<file path="src/rtl/dac_spi_ch_seq.sv">
// Multi-channel request sequencer feeding a single SPI DAC: per-channel one-word
// holding slots, round-robin grant, and a tick-paced serialiser with chip-select gap.
//
// state | meaning
// IDLE  | waiting for a full slot; grants by round-robin on the next edge
// FRAME | shifting the granted word out, one phase per tick
// GAP   | chip select held high for CsGap ticks before the next grant
module dac_spi_ch_seq #(
  parameter int WordWidth = 16,
  parameter int NumCh     = 2,
  parameter int DivCnt    = 4,
  parameter int CsGap     = 2
) (
  input  logic                                     clk,
  input  logic                                     rst,
  input  logic [NumCh-1:0]                         ch_valid,
  output logic [NumCh-1:0]                         ch_ready,
  input  logic [NumCh*WordWidth-1:0]               ch_data,
  output logic                                     busy,
  output logic                                     frame_done,
  output logic [((NumCh > 1) ? $clog2(NumCh) : 1)-1:0] frame_ch,
  output logic                                     dac_cs_n,
  output logic                                     dac_sclk,
  output logic                                     dac_din
);

  localparam int ChW = (NumCh > 1) ? $clog2(NumCh) : 1;
  localparam int CwW = ChW + 1;
  localparam int PhW = $clog2(2*WordWidth + 2);
  localparam int TkW = $clog2(DivCnt);

  localparam logic [PhW-1:0] PhLast  = PhW'(2*WordWidth + 1);
  localparam logic [PhW-1:0] PhStop  = PhW'(2*WordWidth);
  localparam logic [PhW-1:0] GapLast = PhW'(CsGap - 1);
  localparam logic [TkW-1:0] TkLast  = TkW'(DivCnt - 1);
  localparam logic [CwW-1:0] ChCount = CwW'(NumCh);

  typedef enum logic [1:0] {IDLE, FRAME, GAP} state_t;

  state_t               state;
  logic [WordWidth-1:0] slot [NumCh];
  logic [NumCh-1:0]     slot_full;
  logic [WordWidth-1:0] shreg;
  logic [PhW-1:0]       phase;
  logic [TkW-1:0]       tick_cnt;
  logic [ChW-1:0]       rr_ptr;
  logic [ChW-1:0]       cur_ch;
  logic [ChW-1:0]       gnt_idx;
  logic [ChW-1:0]       gnt_next;
  logic                 gnt_any;
  logic                 tick;

  assign ch_ready = ~slot_full;
  assign tick     = (tick_cnt == TkLast);

  // Search upward from rr_ptr, wrapping at NumCh (which need not be a power of two).
  always_comb begin
    logic [CwW-1:0] s;
    logic [ChW-1:0] idx;
    gnt_any  = 1'b0;
    gnt_idx  = '0;
    gnt_next = '0;
    s        = '0;
    idx      = '0;
    for (int i = 0; i < NumCh; i++) begin
      s = {1'b0, rr_ptr} + CwW'(i);
      if (s >= ChCount) s = s - ChCount;
      idx = s[ChW-1:0];
      if (!gnt_any && slot_full[idx]) begin
        gnt_any = 1'b1;
        gnt_idx = idx;
      end
    end
    s = {1'b0, gnt_idx} + CwW'(1);
    if (s >= ChCount) s = '0;
    gnt_next = s[ChW-1:0];
  end

  always_ff @(posedge clk) begin
    if (rst) begin
      state      <= IDLE;
      slot_full  <= '0;
      shreg      <= '0;
      phase      <= '0;
      tick_cnt   <= '0;
      rr_ptr     <= '0;
      cur_ch     <= '0;
      busy       <= 1'b0;
      frame_done <= 1'b0;
      frame_ch   <= '0;
      dac_cs_n   <= 1'b1;
      dac_sclk   <= 1'b0;
      dac_din    <= 1'b0;
    end else begin
      frame_done <= 1'b0;
      for (int i = 0; i < NumCh; i++) begin
        if (ch_valid[i] && !slot_full[i]) begin
          slot[i]      <= ch_data[i*WordWidth +: WordWidth];
          slot_full[i] <= 1'b1;
        end
      end
      case (state)
        IDLE: begin
          if (gnt_any) begin
            shreg              <= slot[gnt_idx];
            slot_full[gnt_idx] <= 1'b0;
            cur_ch             <= gnt_idx;
            rr_ptr             <= gnt_next;
            tick_cnt           <= '0;
            phase              <= '0;
            busy               <= 1'b1;
            state              <= FRAME;
          end
        end
        FRAME: begin
          if (tick) begin
            tick_cnt <= '0;
            phase    <= phase + 1'b1;
            if (phase == PhLast) begin
              dac_sclk   <= 1'b0;
              dac_cs_n   <= 1'b1;
              frame_done <= 1'b1;
              frame_ch   <= cur_ch;
              phase      <= '0;
              state      <= GAP;
            end else if (phase == PhStop) begin
              dac_sclk <= 1'b1;
            end else if (phase[0]) begin
              dac_sclk <= 1'b0;
            end else begin
              // Even phase: present the next bit and raise sclk.
              dac_cs_n <= 1'b0;
              dac_sclk <= 1'b1;
              dac_din  <= shreg[WordWidth-1];
              shreg    <= {shreg[WordWidth-2:0], 1'b0};
            end
          end else begin
            tick_cnt <= tick_cnt + 1'b1;
          end
        end
        GAP: begin
          if (tick) begin
            tick_cnt <= '0;
            if (phase == GapLast) begin
              phase <= '0;
              busy  <= 1'b0;
              state <= IDLE;
            end else begin
              phase <= phase + 1'b1;
            end
          end else begin
            tick_cnt <= tick_cnt + 1'b1;
          end
        end
        default: state <= IDLE;
      endcase
    end
  end

endmodule

</file>
<file path="config.mk">
export PLATFORM = sky130hd
export DESIGN_NAME = dac_spi_ch_seq
export DESIGN_NICKNAME = d
export VERILOG_FILES = /design/src/rtl/dac_spi_ch_seq.sv
export SDC_FILE = /design/constraint.sdc
export NUM_CORES = 1
export LEC_CHECK = 0
export CELL_PAD_IN_SITES_DETAIL_PLACEMENT = 0
export CELL_PAD_IN_SITES_GLOBAL_PLACEMENT = 1
export CORE_UTILIZATION = 25
export DETAILED_ROUTE_END_ITERATION = 6
export PLACE_DENSITY = 0.51
export SYNTH_ARGS = -nofsm -noshare
export SYNTH_HDL_FRONTEND = slang
export SYNTH_SLANG_ARGS = --single-unit
</file>
<file path="constraint.sdc">
create_clock -name clk -period 1.9 [get_ports clk]
set_input_delay 0.475 -clock clk [delete_from_list [all_inputs] [get_ports clk]]
set_output_delay 0.475 -clock clk [all_outputs]
set_load 0.02 [all_outputs]
</file>
==> results.cfg <==
[run_status]
status = completed

[pwr]
peakVddDrop_uv = 668
p_per_area_nw_per_um2 = 1380
power.total_mw = 6.13
p_leak_nw = 1.66

[hold_path]
min_path_type = flip-flop to flip-flop
min_from = shreg[14]

[timing]
worstMarginPinSlew_ns = 0.390
setup_slack_ns = 0.0193
rsz0062_at_grt = true
setup_violations = 0
fin_crit_sh_pct = 99.0
finalClockSkew_ns = 0.00576
maxSlewHeadroom_pct = 73.7
maxSlewViolCount = 0
hold_viol = 0
fin_crit_ns = 1.88
tns_ns = 0
clock.fmax_mhz = 532

[synth]
yosysMostFrequentCell = dfxtp_1
synthTopCellsByCount = 36 x dfxtp_1, 32 x edfxtp_1, 23 x nand2_1, 20 x mux2i_1, 18 x and3_1
async_flop_share_pct = 0
syn_area_sq_um = 3120
syn_nets = 319
synthCells = 275
synth-edff-count = 32
yosys_warnings = 0
seq_area_frac_synth_pct = 53.8
synthFlopType = dfxtp_1
synth_area_per_cell_sq_um = 11.4
yosys-top-cells-area = edfxtp_1 31%, dfxtp_1 23%, mux2i_1 6.4%, o311ai_0 4.2%, a21boi_0 4.1%
synth_top_area_cell = edfxtp_1
ys_ff_latch = 68
yosysUniqueCellTypes = 47
synth_top_area_share_pct = 30.8

[setup_path]
reg2reg_slack_ns = 0.02
worstPathMaxFanout = 3
cp_slowest_cell = or4_4
ff2ff_path_depth = 6
path_class = flip-flop to flip-flop
slowest_delay_ns = 0.42
worstPathRequired_ns = 2.15
cp_cell_sequence = inv_2, ha_2, o21ba_4, or3_4, or4_4, a221oi_2
reg2reg_from = state[1]
crit_path_start = state[1]
arrival_ns = 2.13
startpoint_type = flip-flop
end_kind = flip-flop
r2r_end = phase[5]
worstSetupEndpoint = phase[5]

[drt]
drt_iter0_drc = 93
dr.pass1.iters = 4
via_per_inst = 4.43
antenna_left = 0
drt_wl_total_um = 7260
route.detailed.drc = 0
route.detailed.wl_per_inst_um = 14.0
via_count = 2292

[placed_design]
dp_hpwl_um = 4890
place_ws_ns = -0.0440
gp_congestion = 0.737
port_buffers = 43

[run]
cap_violations = 0

[die]
dieHeight_um = 114
rows = 40
io_pins = 44
die_area_sq_um = 12900
die_w_um = 114
core_region_area_sq_um = 12100
start_util_pct = 25.8

[global_routing]
grt_usage_pct = 12.6
antenna_found_initial = 0
grt_start_max_net_pins = 33
grt_pass1_wl_um = 12300
grt_pass1_vias = 2397
overflow = 0

[clocking]
ctsHtreeMaxLevel = 3
cts_sinks = 68
cts_tree = done
clock_latency_ns = 0.33
clockRootBuffer = clkbuf_16
clkTransAtPathRegs_ns = 0.06
cts_made_buffers = 9
cts_buffer_depth = 2

[cells_and_area]
syn2layout_area_growth_pct = 42.2
layout.nets = 388
drive_gt1_share_pct = 23.2
antennaDiodeCount = 0
==> sequential cells by signal, summed over array words and instances (netlist names) <==
name and cells:
busy 1, cur_ch 1, dac_cs_n 1, dac_din 1, dac_sclk 1, frame_ch 1, frame_done 1, phase 6
rr_ptr 1, shreg 16, slot 32, slot_full 2, state 2, tick_cnt 2
==> layer usage <==
layer,vias up,share of wire [%],track usage (%)
met5,-,0,0
met4,0,1.4,4.30
met3,7,4.4,4.41
met2,45,46,19.9
met1,1073,48,15.9
li1,1167,-,-
==> critical path, delay by kind of cell, from the launching register on <==
kind	cells	cell delay (ns)
AOI/OAI and AO/OA	2	0.42
adders and majority gates	1	0.17
buffers and inverters	1	0.04
DFF	1	0.36
and+or+nand+nor	2	0.80
==> layout by cell type (no fill, tap or decap), types with 4 or more instances in the layout <==
master	instances
clkdlybuf4s50_1	42
edfxtp_1	32
dfxtp_1	31
buf_4	30
nand2_1	23
mux2i_1	20
and3_1	16
a21boi_0	16
o311ai_0	15
nand2b_1	14
nor2_1	11
clkbuf_16	9
a211oi_1	6
inv_1	4
xnor2_1	4
ha_2	4
==> kinds of logic (layout without fill, tap and decap cells) <==
family                     count (synthesis)  count (layout)  share of synthesized area (%)
AOI/OAI and AO/OA                         61              62                           15.8
DFF                                       68              68                           53.8
buffers and inverters                     27             100                           3.77
and+or+nand+nor                           87              87                           15.9
adders and majority gates                  8               8                           3.21
muxes                                     20              20                           6.41
xor gates and xnor gates                   4               4                           1.12
==> per-stage QoR <==
step           utilization (%)  instance area (sq um)  hold WS [ns]  cells
2_1_floorplan                -                   3160         0.433    275
3_3_place_gp              32.7                   3960         0.441    497
3_5_place_dp              32.7                   3960         0.450    497
4_1_cts                   36.1                   4370         0.458    516
5_1_grt                   36.7                   4440         0.475    517
6_report                  36.7                   4440         0.454    517
==> where the power goes <==
| group | switching, mW | internal (mW) |
|---|---|---|
| logic | 1.10 | 1.07 |
| registers | 0.145 | 1.81 |
| clock network | 0.648 | 1.36 |
==> worst min-delay path by stage <==
stage	cells after the start	slack (ns)	end
2_1_floorplan	2	0.43	shreg[10]
5_1_grt	2	0.47	shreg[6]
6_report	2	0.45	shreg[14]
4_1_cts	2	0.46	shreg[14]
3_5_place_dp	2	0.45	shreg[14]
3_3_place_gp	2	0.44	shreg[11]
==> repair_timing <==
item                       4_1_cts  5_1_grt
pin swaps                        1        6
gates cloned                     1        0
hold buffers                     0        0
setup endpoints to repair       19       28
resized for setup                5       20
setup buffers                    2        1
==> final cells by class <==
| type | count | area (sq um) |
|---|---|---|
| repair buffers | 76 | 709 |
| clock inverters | 5 | 108 |
| fillers | 1208 | 7670 |
| inverters | 8 | 30.0 |
| well taps | 168 | 210 |
| clock buffers | 11 | 253 |
| flip-flops and latches | 68 | 1690 |
| multi-input cells | 181 | 1440 |
Power figures use the tool's default switching activity.
